==> src/rtl/id_fetch_return_pkg.sv <==
// Shared opcode and instruction-field constants for the decode-side fetch partner.
package id_fetch_return_pkg;
  localparam logic [5:0] OP_RTYPE = 6'h00;
  localparam logic [5:0] OP_BEQ   = 6'h04;
  localparam logic [5:0] OP_J     = 6'h02;
  localparam logic [5:0] OP_LW    = 6'h23;

  localparam int OP_HI  = 31;
  localparam int OP_LO  = 26;
  localparam int RS_HI  = 25;
  localparam int RS_LO  = 21;
  localparam int RT_HI  = 20;
  localparam int RT_LO  = 16;
  localparam int IMM_HI = 15;
  localparam int IMM_LO = 0;

  // Which register-file read ports an opcode actually consumes.
  function automatic logic uses_rs(input logic [5:0] op);
    return op != OP_J;
  endfunction

  function automatic logic uses_rt(input logic [5:0] op);
    return (op == OP_RTYPE) || (op == OP_BEQ);
  endfunction
endpackage

==> src/rtl/hazard_detect.sv <==
// Combinational stall decision for the instruction in ID: load-use plus beq operand hazards.
module hazard_detect
  import id_fetch_return_pkg::*;
(
  input  logic       id_valid,
  input  logic [5:0] op,
  input  logic [4:0] rs,
  input  logic [4:0] rt,
  input  logic       ex_mem_read,
  input  logic       ex_reg_write,
  input  logic [4:0] ex_rd,
  input  logic       mem_mem_read,
  input  logic [4:0] mem_rd,
  output logic       stall
);
  logic is_beq;
  logic load_use;
  logic branch_ex;
  logic branch_mem;

  assign is_beq = (op == OP_BEQ);

  assign load_use = ex_mem_read && (ex_rd != 5'd0) &&
                    ((uses_rs(op) && (ex_rd == rs)) || (uses_rt(op) && (ex_rd == rt)));

  // beq compares in ID, so it must also wait out ALU results in EX and loads still in MEM.
  assign branch_ex  = is_beq && ex_reg_write && (ex_rd != 5'd0) &&
                      ((ex_rd == rs) || (ex_rd == rt));
  assign branch_mem = is_beq && mem_mem_read && (mem_rd != 5'd0) &&
                      ((mem_rd == rs) || (mem_rd == rt));

  assign stall = id_valid && (load_use || branch_ex || branch_mem);
endmodule

==> src/rtl/id_fetch_return.sv <==
// IF/ID pipeline register with in-ID beq/j resolution, redirect outputs and hazard stalls.
module id_fetch_return
  import id_fetch_return_pkg::*;
#(
  parameter int ADDR_W = 10,
  parameter int DATA_W = 32
) (
  input  logic              clk,
  input  logic              reset,
  input  logic [ADDR_W-1:0] if_pc_plus4,
  input  logic [DATA_W-1:0] if_instr,
  input  logic [DATA_W-1:0] rs_data,
  input  logic [DATA_W-1:0] rt_data,
  input  logic              ex_mem_read,
  input  logic              ex_reg_write,
  input  logic [4:0]        ex_rd,
  input  logic              mem_mem_read,
  input  logic [4:0]        mem_rd,
  output logic              pc_en,
  output logic              branch_taken,
  output logic [ADDR_W-1:0] branch_address,
  output logic              jump,
  output logic [ADDR_W-1:0] jump_address,
  output logic [DATA_W-1:0] id_instr,
  output logic [ADDR_W-1:0] id_pc_plus4,
  output logic              id_valid,
  output logic              id_bubble
);
  logic [5:0]  op;
  logic [4:0]  rs;
  logic [4:0]  rt;
  logic [15:0] imm;
  logic        stall;

  assign op  = id_instr[OP_HI:OP_LO];
  assign rs  = id_instr[RS_HI:RS_LO];
  assign rt  = id_instr[RT_HI:RT_LO];
  assign imm = id_instr[IMM_HI:IMM_LO];

  hazard_detect u_hazard (
    .id_valid     (id_valid),
    .op           (op),
    .rs           (rs),
    .rt           (rt),
    .ex_mem_read  (ex_mem_read),
    .ex_reg_write (ex_reg_write),
    .ex_rd        (ex_rd),
    .mem_mem_read (mem_mem_read),
    .mem_rd       (mem_rd),
    .stall        (stall)
  );

  // Sign-extended word offset, truncated so the add wraps modulo 2^ADDR_W.
  assign branch_address = id_pc_plus4 + ADDR_W'({{ADDR_W{imm[15]}}, imm, 2'b00});
  assign jump_address   = {id_instr[ADDR_W-3:0], 2'b00};

  assign pc_en        = !stall;
  assign id_bubble    = stall || !id_valid;
  assign branch_taken = id_valid && !stall && (op == OP_BEQ) && (rs_data == rt_data);
  assign jump         = id_valid && !stall && (op == OP_J);

  always_ff @(posedge clk or negedge reset) begin
    if (!reset) begin
      id_instr    <= '0;
      id_pc_plus4 <= '0;
      id_valid    <= 1'b0;
    end else if (!stall) begin
      if (branch_taken || jump) begin
        id_instr    <= '0;
        id_pc_plus4 <= '0;
        id_valid    <= 1'b0;
      end else begin
        id_instr    <= if_instr;
        id_pc_plus4 <= if_pc_plus4;
        id_valid    <= 1'b1;
      end
    end
  end
endmodule

==> config.mk <==
export PLATFORM = sky130hd
export DESIGN_NAME = id_fetch_return
export DESIGN_NICKNAME = d
export VERILOG_FILES = /design/src/rtl/id_fetch_return_pkg.sv /design/src/rtl/hazard_detect.sv /design/src/rtl/id_fetch_return.sv
export SDC_FILE = /design/constraint.sdc
export NUM_CORES = 1
export LEC_CHECK = 0
export ABC_AREA = 1
export ABC_CLOCK_PERIOD_IN_PS = 2900
export CAP_MARGIN = 15
export CORE_ASPECT_RATIO = 1.1
export CORE_MARGIN = 2
export CORE_UTILIZATION = 37
export DETAILED_ROUTE_END_ITERATION = 16
export GPL_TIMING_DRIVEN = 0
export MAX_ROUTING_LAYER = met4
export PLACE_DENSITY = 0.79
export SETUP_SLACK_MARGIN = 0.5
export SYNTH_ARGS = -nofsm -noshare
export SYNTH_HDL_FRONTEND = slang
export SYNTH_SLANG_ARGS = --single-unit
==> constraint.sdc <==
create_clock -name clk -period 2.9 [get_ports clk]
set_clock_uncertainty 0.1 [all_clocks]
set_input_delay 0.58 -clock clk [delete_from_list [all_inputs] [get_ports clk]]
set_output_delay 0.58 -clock clk [all_outputs]
set_load 0.005 [all_outputs]
### Yosys cells after proc, flatten, opt, wreduce, memory -nomap -nowiden

Cells that the tools add are included.

* flip-flop bits (word level): 43
* logic and storage cells: 43

* muxes and demuxes: 3
* add/subtract/negate cells: 1
* equality and inequality tests: 8
* reductions and logical operators: 28

Operators by type and width (count)
* 32-bit == test: 1
* 32-bit 2-to-1 mux: 1
* 5-bit == test: 4
* 1-bit logical AND: 15
* 10-bit adder: 1
* 10-bit 2-to-1 mux: 1
* 5-bit nonzero test: 2
* 1-bit logical OR: 8
* 6-bit by 2-bit == test with 1-bit output, second input constant: 1
* 6-bit by 3-bit == test with 1-bit output, second input constant: 1
* 6-bit logical NOT: 1
* 6-bit by 2-bit != test with 1-bit output, second input constant: 1
* 1-bit logical NOT: 2
* 1-bit 2-to-1 mux: 1

### Longest topological paths before layout

Gate-level depths: netlist of run 1.

* depth in word-level cells: 14
* gate-level depth with buffers: 15
* gate-level depth less buffers: 14

### By module

From an unflattened synthesis of run 1, not the netlist that was laid out.

* cell total of the unflattened synthesis: 462
* area total of the unflattened synthesis: 3342.0 µm²

Modules (own cells, without submodules)
* id_fetch_return: instances 1, cells each 372, area each 2919.0 µm², sequential area each 1076.0 µm²
* hazard_detect: instances 1, cells each 90, area each 422.9 µm², sequential area each 0.0 µm²

### Least setup slack after synthesis of run 1

No wires, ideal clock.

* path type: register to output
* start point: register id_instr[0]
* end point: output port branch_address[8]
* setup slack: 0.541 ns
* stages on the path, launching flop included: 8
* data arrival time: 1.679 ns
* path through: dfrtp_1 -> ha_1 -> inv_1 -> fa_1 -> o21ai_0 -> a21oi_1 -> o21ai_0 -> xor2_1

* word-level cells in the longest chain between the ends: 1

RTL lines
* start, declared: line id_fetch_return.sv:24 `output logic [DATA_W-1:0] id_instr,`
* start signal, assigned: line id_fetch_return.sv:73 `id_instr <= if_instr;`
* 10-bit adder: line id_fetch_return.sv:54 `assign branch_address = id_pc_plus4 + ADDR_W'({{ADDR_W{imm[15]}}, imm, 2'b00});`
* end, declared: line id_fetch_return.sv:21 `output logic [ADDR_W-1:0] branch_address,`

No other way between the ends.

### Worst setup path in the final report of run 1

* start point: register id_pc_plus4[4]
* end point: output port branch_address[7]

* word-level cells in the longest chain between the ends: 1

RTL lines
* start, declared: line id_fetch_return.sv:25 `output logic [ADDR_W-1:0] id_pc_plus4,`
* start signal, assigned: line id_fetch_return.sv:74 `id_pc_plus4 <= if_pc_plus4;`
* 10-bit adder: line id_fetch_return.sv:54

No other way between the ends.

==> flow_summary.toml, run 1 <==
[clocking]
cts_tree = "done"
clk_latency_ns = 0.30
clock-root-buffer = "clkbuf_8"
cts_htree_levels = 2
cts_made_buffers = 5
path_clk_slew_ns = 0.10
cts_sinks = 43
clk_path_buf_depth = 2
cts_hold_buf = 0

[worst_setup_path]
worstRegToRegCells = 19
r2r_setup_slack_ns = 0.49
path_cells = "ha_4 > a21oi_2 > nand2_1 > nand2_1 > nand2_1 > a21oi_2 > buf_4 > buf_6 > buf_6 > xor2_1 > buf_2"
start_kind = "flop"
r2r_end = "id_instr[27]$_DFFE_PN0N_"
cp.arrival_ns = 2.15
r2r_start = "id_instr[30]$_DFFE_PN0N_"
end_kind = "output port"
cp_max_fo = 4
cp.required_ns = 2.22
cp_slowest_cell = "dfrtp_1"
crit_top_cell = "nand2_1"
crit_path_max_incr_delay_ns = 0.46
crit_type = "flop to output port"

[drt]
ant_nets = 0
met1_length_microns = 5219
routed.top_layer = "met4"
vias = 4365
drc = 0
wirelength_microns = 14510
met2WireLength_microns = 7703
wl_met3_microns = 901
drt_iter0_drc = 167
avgViaCountPerCell = 5.147
drt-pass1-iter-count = 5
wire_per_inst_microns = 17.11

[layout]
fin_nets = 865
utilization = 0.7646
drive_gt1_frac = 0.2483
postLayoutCellArea_sq_um = 6429
syn_to_final_growth_pct = 99.30
nFillCells = 602
diodes = 0
layoutNonFillerInstCount = 848

[yosys]
syn_avg_cell_area_sq_um = 6.834
synthCells = 472
ys_async_sr_fraction = 1.000
synthTopCellsByArea = "dfrtp_1 33%, nand2_1 20%, nand4_1 8.9%"
synth_top_area_share = 0.3336
yosysSeqAreaShare = 0.3336
synth_ff_type = "dfrtp_1"
synth_area_sq_um = 3226
synth.largest_area_cell = "dfrtp_1"
ys.warnings.count = 0
synth-seq-cells = 43
synth_edf_count = 0
synth_cell_types = 27

[power]
power_density_nw_per_um2 = 295.6
p_leak_uw = 0.003183
internal-power_uw = 1287
max-vdd-ir-drop_uv = 211.6
power.share.clock = 0.217
comb_power_share = 0.416
power.switching_uw = 613.3
pwr-share-seq = 0.366
p_sw_frac = 0.3228

[sta]
clock.fmax_mhz = 353.7
max_slew_margin = 0.6244
hold_viol = 0
fin_crit_sh = 0.9749
setup_viol = 0
worst_pin_slew_ns = 0.5634
rsz0062_at_grt = "yes"
final.setup.tns_ns = 0
whs_ns = 0.1342
layout_min_cycle_time_ns = 2.827
slew_violations = 0

[floorplanning]
die_w_microns = 93.03
ios = 188
coreArea_sq_um = 8408
row_count = 35
initial_utilization = 0.3836
dieHeight_microns = 101.9
die-area_sq_um = 9482

[grt]
grt_usage = 0.2599
antenna_found_initial = 0
grt_pass1_vias = 4101
overflow = 0
grt_max_degree = 26
grt_pass1_wl_microns = 19100

[place]
io_buffers = 185
placed_area_sq_um = 5243
dp.cells = 770
place.detailed.hpwl_microns = 8931
gp_congestion = 0.8498

[outcome]
status = "complete, no violations"

[run]
maxCapViolations = 0

[worst_hold_path]
min_path_type = "primary input to asynchronous set/reset pin"
-- synthesized netlist by cell type, drive strengths merged, types with 2 or more instances --
cell type and number:
nand2 173, inv 51, nand4 48, dfrtp 43, nor2 41, buf 28
xnor2 22, nand3 20, xor2 11, ha 7, a21oi 6, nor3 5
o21ai 5, or2 5, nor3b 2
-- cell usage in the layout, fill, tap and decap left out, drive strengths merged, types with 5 or more instances in the layout --
| cell | instances |
|---|---|
| a21oi | 6 |
| buf | 101 |
| clkbuf | 16 |
| clkdlybuf4s50 | 128 |
| dfrtp | 43 |
| dlygate4sd2 | 40 |
| ha | 7 |
| inv | 52 |
| nand2 | 173 |
| nand3 | 20 |
| nand4 | 49 |
| nor2 | 41 |
| nor3 | 5 |
| o21ai | 5 |
| or2 | 5 |
| xnor2 | 22 |
| xor2 | 11 |
-- flip-flops by register name, indices dropped and copies added (netlist names) --
name / flops
id_pc_plus4: 10
id_instr: 32
id_valid: 1
-- layout make-up --
type,instances,area (sq um),share of cell area
multi-input cells,351,2098,0.3264
inverters,52,221.5,0.03445
clock buffers,5,68.82,0.01070
flip-flops and latches,43,1080,0.1680
well taps,111,138.9,0.02160
repair inverters,1,16.27,0.002530
clock inverters,3,23.77,0.003698
plain buffers,28,271.5,0.04223
repair buffers,254,2510,0.3904
-- repair_timing --
action | in CTS | in global routing
gates resized for setup | 135 | 109
buffers inserted | 47 | 10
setup endpoints to repair | 11 | 53
pin swaps | 46 | 38
gates cloned | 0 | 13
-- worst max-delay path by stage --
stage / depth (start not counted) / endpoint / startpoint
6_report: 11 / branch_address[7] / id_pc_plus4[4]$_DFFE_PN0N_
3_3_place_gp: 11 / branch_taken / ex_rd[4]
3_5_place_dp: 11 / branch_taken / ex_rd[4]
5_1_grt: 11 / branch_address[7] / id_instr[2]$_DFFE_PN0N_
2_1_floorplan: 7 / branch_address[8] / id_instr[0]$_DFFE_PN0N_
4_1_cts: 12 / branch_address[9] / id_pc_plus4[4]$_DFFE_PN0N_
-- metrics by stage --
stage,worst slack (ns),power (uW)
final,0.07280,1900
after global routing,-0.02642,1994
after CTS,0.1360,1820
after detailed placement,-0.5197,1348
after global placement,-0.4751,1330
after floorplan,0.5411,931.9
-- routing by layer --
layer | track usage | up-vias
met5 | - | -
met4 | 0.1256 | 0
met3 | 0.04130 | 56
met2 | 0.4632 | 220
met1 | 0.2833 | 2060
li1 | - | 2029
-- logic make-up (layout without fill, tap and decap cells) --
logic type | after synthesis | after routing | synth area share
AO/OA/AOI/OAI | 11 | 11 | 0.01707
XOR/XNOR | 33 | 33 | 0.08960
adder cells (fa/ha/maj) | 8 | 8 | 0.03336
buffers and inverters | 80 | 343 | 0.1168
flip-flops | 43 | 43 | 0.3336
other | 1 | 2 | 0.001163
AND/OR/NAND/NOR | 296 | 297 | 0.4085
-- critical path: cells and delay by family, from the launching register on --
family	cells	cell delay (ns)
and+or+nand+nor	3	0.24
AOI/OAI and AO/OA	2	0.30
adders and majority gates	1	0.27
DFF	1	0.46
buffers and inverters	4	0.43
xor gates and xnor gates	1	0.13
-- power by group through the flow --
| stage | registers, uW | logic [uW] | clock network, uW |
|---|---|---|---|
| after global placement | 702 | 628 | 0 |
| after detailed placement | 701 | 647 | 0 |
| after CTS | 690 | 708 | 421 |
| after global routing | 701 | 852 | 441 |
| after floorplan | 694 | 238 | 0 |
| final | 696 | 791 | 413 |
No activity file was read; power rests on OpenSTA's default activity.
==> run 2: changes to the inputs <==
--- a/config.mk
+++ b/config.mk
@@ -5,16 +5,15 @@
 export SDC_FILE = /design/constraint.sdc
 export NUM_CORES = 1
 export LEC_CHECK = 0
-export ABC_AREA = 1
 export ABC_CLOCK_PERIOD_IN_PS = 2900
 export CAP_MARGIN = 15
 export CORE_ASPECT_RATIO = 1.1
 export CORE_MARGIN = 2
-export CORE_UTILIZATION = 37
+export CORE_UTILIZATION = 35
 export DETAILED_ROUTE_END_ITERATION = 16
 export GPL_TIMING_DRIVEN = 0
 export MAX_ROUTING_LAYER = met4
-export PLACE_DENSITY = 0.79
+export PLACE_DENSITY = 0.81
 export SETUP_SLACK_MARGIN = 0.5
 export SYNTH_ARGS = -nofsm -noshare
 export SYNTH_HDL_FRONTEND = slang
==> run 2 against run 1 <==
The flow now finishes with violations (setup timing). Count of clock-buffer cells in the layout increased by 1. Synthesized cell count fell by 50%. Power shrank 6.8%. Critical path depth shrank 2. Global-route usage down 4.6 points. Largest power group is now sequential cells. Routed wire length is 36% lower.
==> flow_summary.toml, run 2 <==
[place]
place.detailed.hpwl_microns = 6712
dp_slack_ns = -0.7209
placed_area_sq_um = 4626
dp.cells = 511
io_buffers = 185
gp_congestion = 0.9160

[layout]
fin_nets = 597
regMostFlops = "id_instr"
drive_gt1_frac = 0.2324
layout_common_cells = "118 x clkdlybuf4s50_1, 54 x xor2_1, 43 x dfrtp_1"
utilization = 0.7144
postLayoutCellArea_sq_um = 5280
top_regs = "id_instr: 32 flops, id_pc_plus4: 10 flops, id_valid: 1 flops"
final_common_cell = "clkdlybuf4s50_1"
layoutNonFillerInstCount = 556
syn_to_final_growth_pct = 100.6
nFillCells = 538
largest_reg_flops = 32
diodes = 0

[floorplanning]
die-area_sq_um = 8232
coreArea_sq_um = 7391
row_count = 33
initial_utilization = 0.3562
dieHeight_microns = 94.96
die_w_microns = 86.69
ios = 188

[clocking]
clk_latency_ns = 0.29
clock-root-buffer = "clkbuf_8"
clk_path_buf_depth = 2
cts_hold_buf = 0
cts_sinks = 43
path_clk_slew_ns = 0.09
cts_tree = "done"
cts_htree_levels = 2
cts_made_buffers = 5

[grt]
grt_max_degree = 30
grt_usage = 0.2136
grt_pass1_wl_microns = 13380
antenna_found_initial = 0
grt_pass1_vias = 2789
overflow = 0

[sta]
setup_viol = 3
hold_viol = 0
layout_min_cycle_time_ns = 3.010
rsz0062_at_grt = "yes"
slew_violations = 0
fin_crit_sh = 1.038
clock.fmax_mhz = 332.2
worst_slack_ns = -0.1099

[worst_setup_path]
r2r_setup_slack_ns = 0.13
start_kind = "flop"
crit_start = "id_instr[26]$_DFFE_PN0N_"
r2r_start = "id_instr[26]$_DFFE_PN0N_"
setup.worst_path.end = "pc_en"
cp.arrival_ns = 2.33
cp_max_fo = 4
worstRegToRegCells = 10
end_kind = "output port"
r2r_end = "id_instr[27]$_DFFE_PN0N_"
crit_type = "flop to output port"
cp.required_ns = 2.22

[yosys]
synth_cell_types = 36
synth_edf_count = 0
ys_async_sr_fraction = 1.000
synthTopCellsByArea = "dfrtp_1 41%, xor2_1 18%, a22o_1 13%"
syn_avg_cell_area_sq_um = 11.11
synth.largest_area_cell = "dfrtp_1"
yosysMostFrequentCell = "xor2_1"
synth_ff_type = "dfrtp_1"
synth_area_sq_um = 2633
synthCells = 237
synth_top_area_share = 0.4087
yosysSeqAreaShare = 0.4087
synth_top_cells_by_count = "54 x xor2_1, 43 x dfrtp_1, 39 x a22o_1"
synth-seq-cells = 43
ys.warnings.count = 0

[power]
power_density_nw_per_um2 = 335.5
power.share.clock = 0.219
p_sw_frac = 0.2879
p_leak_uw = 0.002624
internal-power_uw = 1261
comb_power_share = 0.388
power.switching_uw = 510.1
max-vdd-ir-drop_uv = 235.8
pwr-share-seq = 0.393

[outcome]
violations = "setup timing"
status = "finished, violations left"

[drt]
drt-pass1-iter-count = 4
vias = 2733
drc = 0
drt_iter0_drc = 53
ant_nets = 0
avgViaCountPerCell = 4.915
wirelength_microns = 9230
wire_per_inst_microns = 16.60

[run]
maxCapViolations = 0

[worst_hold_path]
min_path_type = "primary input to asynchronous set/reset pin"
-- run 2: through the flow --
step / hold slack, ns / power, uW / TNS (ns)
after CTS: 0.1039 / 1750 / -0.1932
after global routing: 0.1117 / 1860 / -0.6074
after detailed placement: 0.3915 / 1349 / -2.595
after floorplan: 0.1844 / 929.6 / 0
after global placement: 0.3890 / 1332 / -2.911
final: 0.09717 / 1771 / -0.2113
-- run 2: kinds of logic after synthesis --
kind of cell,synth area share
AOI/OAI and AO/OA,0.1920
xor gates and xnor gates,0.1963
adders and majority gates,0.04087
buffers and inverters,0.07747
DFF,0.4087
other,0.001424
and+or+nand+nor,0.08317
-- run 2: worst max-delay path, stage by stage (launching register included) --
cell	delay, ns
dfrtp_1	0.39
or4_4	0.57
o21a_1	0.20
o2111ai_2	0.24
o211ai_2	0.13
and2_4	0.16
buf_8	0.12
buf_8	0.11
inv_2	0.03
buf_2	0.09
-- run 2: repair_timing --
item,4_1_cts,5_1_grt
resized for setup,96,46
setup endpoints to repair,53,53
cloned,5,1
setup buffers,23,8
pin swaps,56,35
-- run 2: how the worst min path moves through the flow --
stage,slack (ns),startpoint,depth (start not counted),endpoint
6_report,0.1,reset,1,id_instr[15]$_DFFE_PN0N_
5_1_grt,0.11,reset,1,id_instr[15]$_DFFE_PN0N_
4_1_cts,0.10,reset,1,id_instr[19]$_DFFE_PN0N_
3_5_place_dp,0.39,id_instr[12]$_DFFE_PN0N_,1,id_instr[12]$_DFFE_PN0N_
3_3_place_gp,0.39,id_instr[8]$_DFFE_PN0N_,1,id_instr[8]$_DFFE_PN0N_
2_1_floorplan,0.18,reset,0,id_instr[0]$_DFFE_PN0N_
-- run 2: power groups by stage --
stage               Combinational [uW]  Sequential (uW)  Clock, uW
global placement                   625              707          0
global route                       742              705        413
CTS                                667              696        387
detailed placement                 640              708          0
floorplan                          227              703          0
finish                             687              697        387
-- run 2: final cells by class --
class | count | area, sq um | share of cell area
Multi-Input combinational cell | 168 | 1506 | 0.2853
Inverter | 6 | 22.52 | 0.004265
Timing Repair Buffer | 223 | 2283 | 0.4325
Sequential cell | 43 | 1076 | 0.2038
Clock buffer | 6 | 72.57 | 0.01374
Clock inverter | 2 | 12.51 | 0.002370
Buffer | 21 | 197.7 | 0.03744
Tap cell | 87 | 108.9 | 0.02062
-- run 2: per-layer routing --
metal | GRT usage | part of all wire
met1 | 0.2540 | 0.39
met2 | 0.3814 | 0.54
met3 | 0.03059 | 0.050
met4 | 0.04948 | 0.015
met5 | - | 0
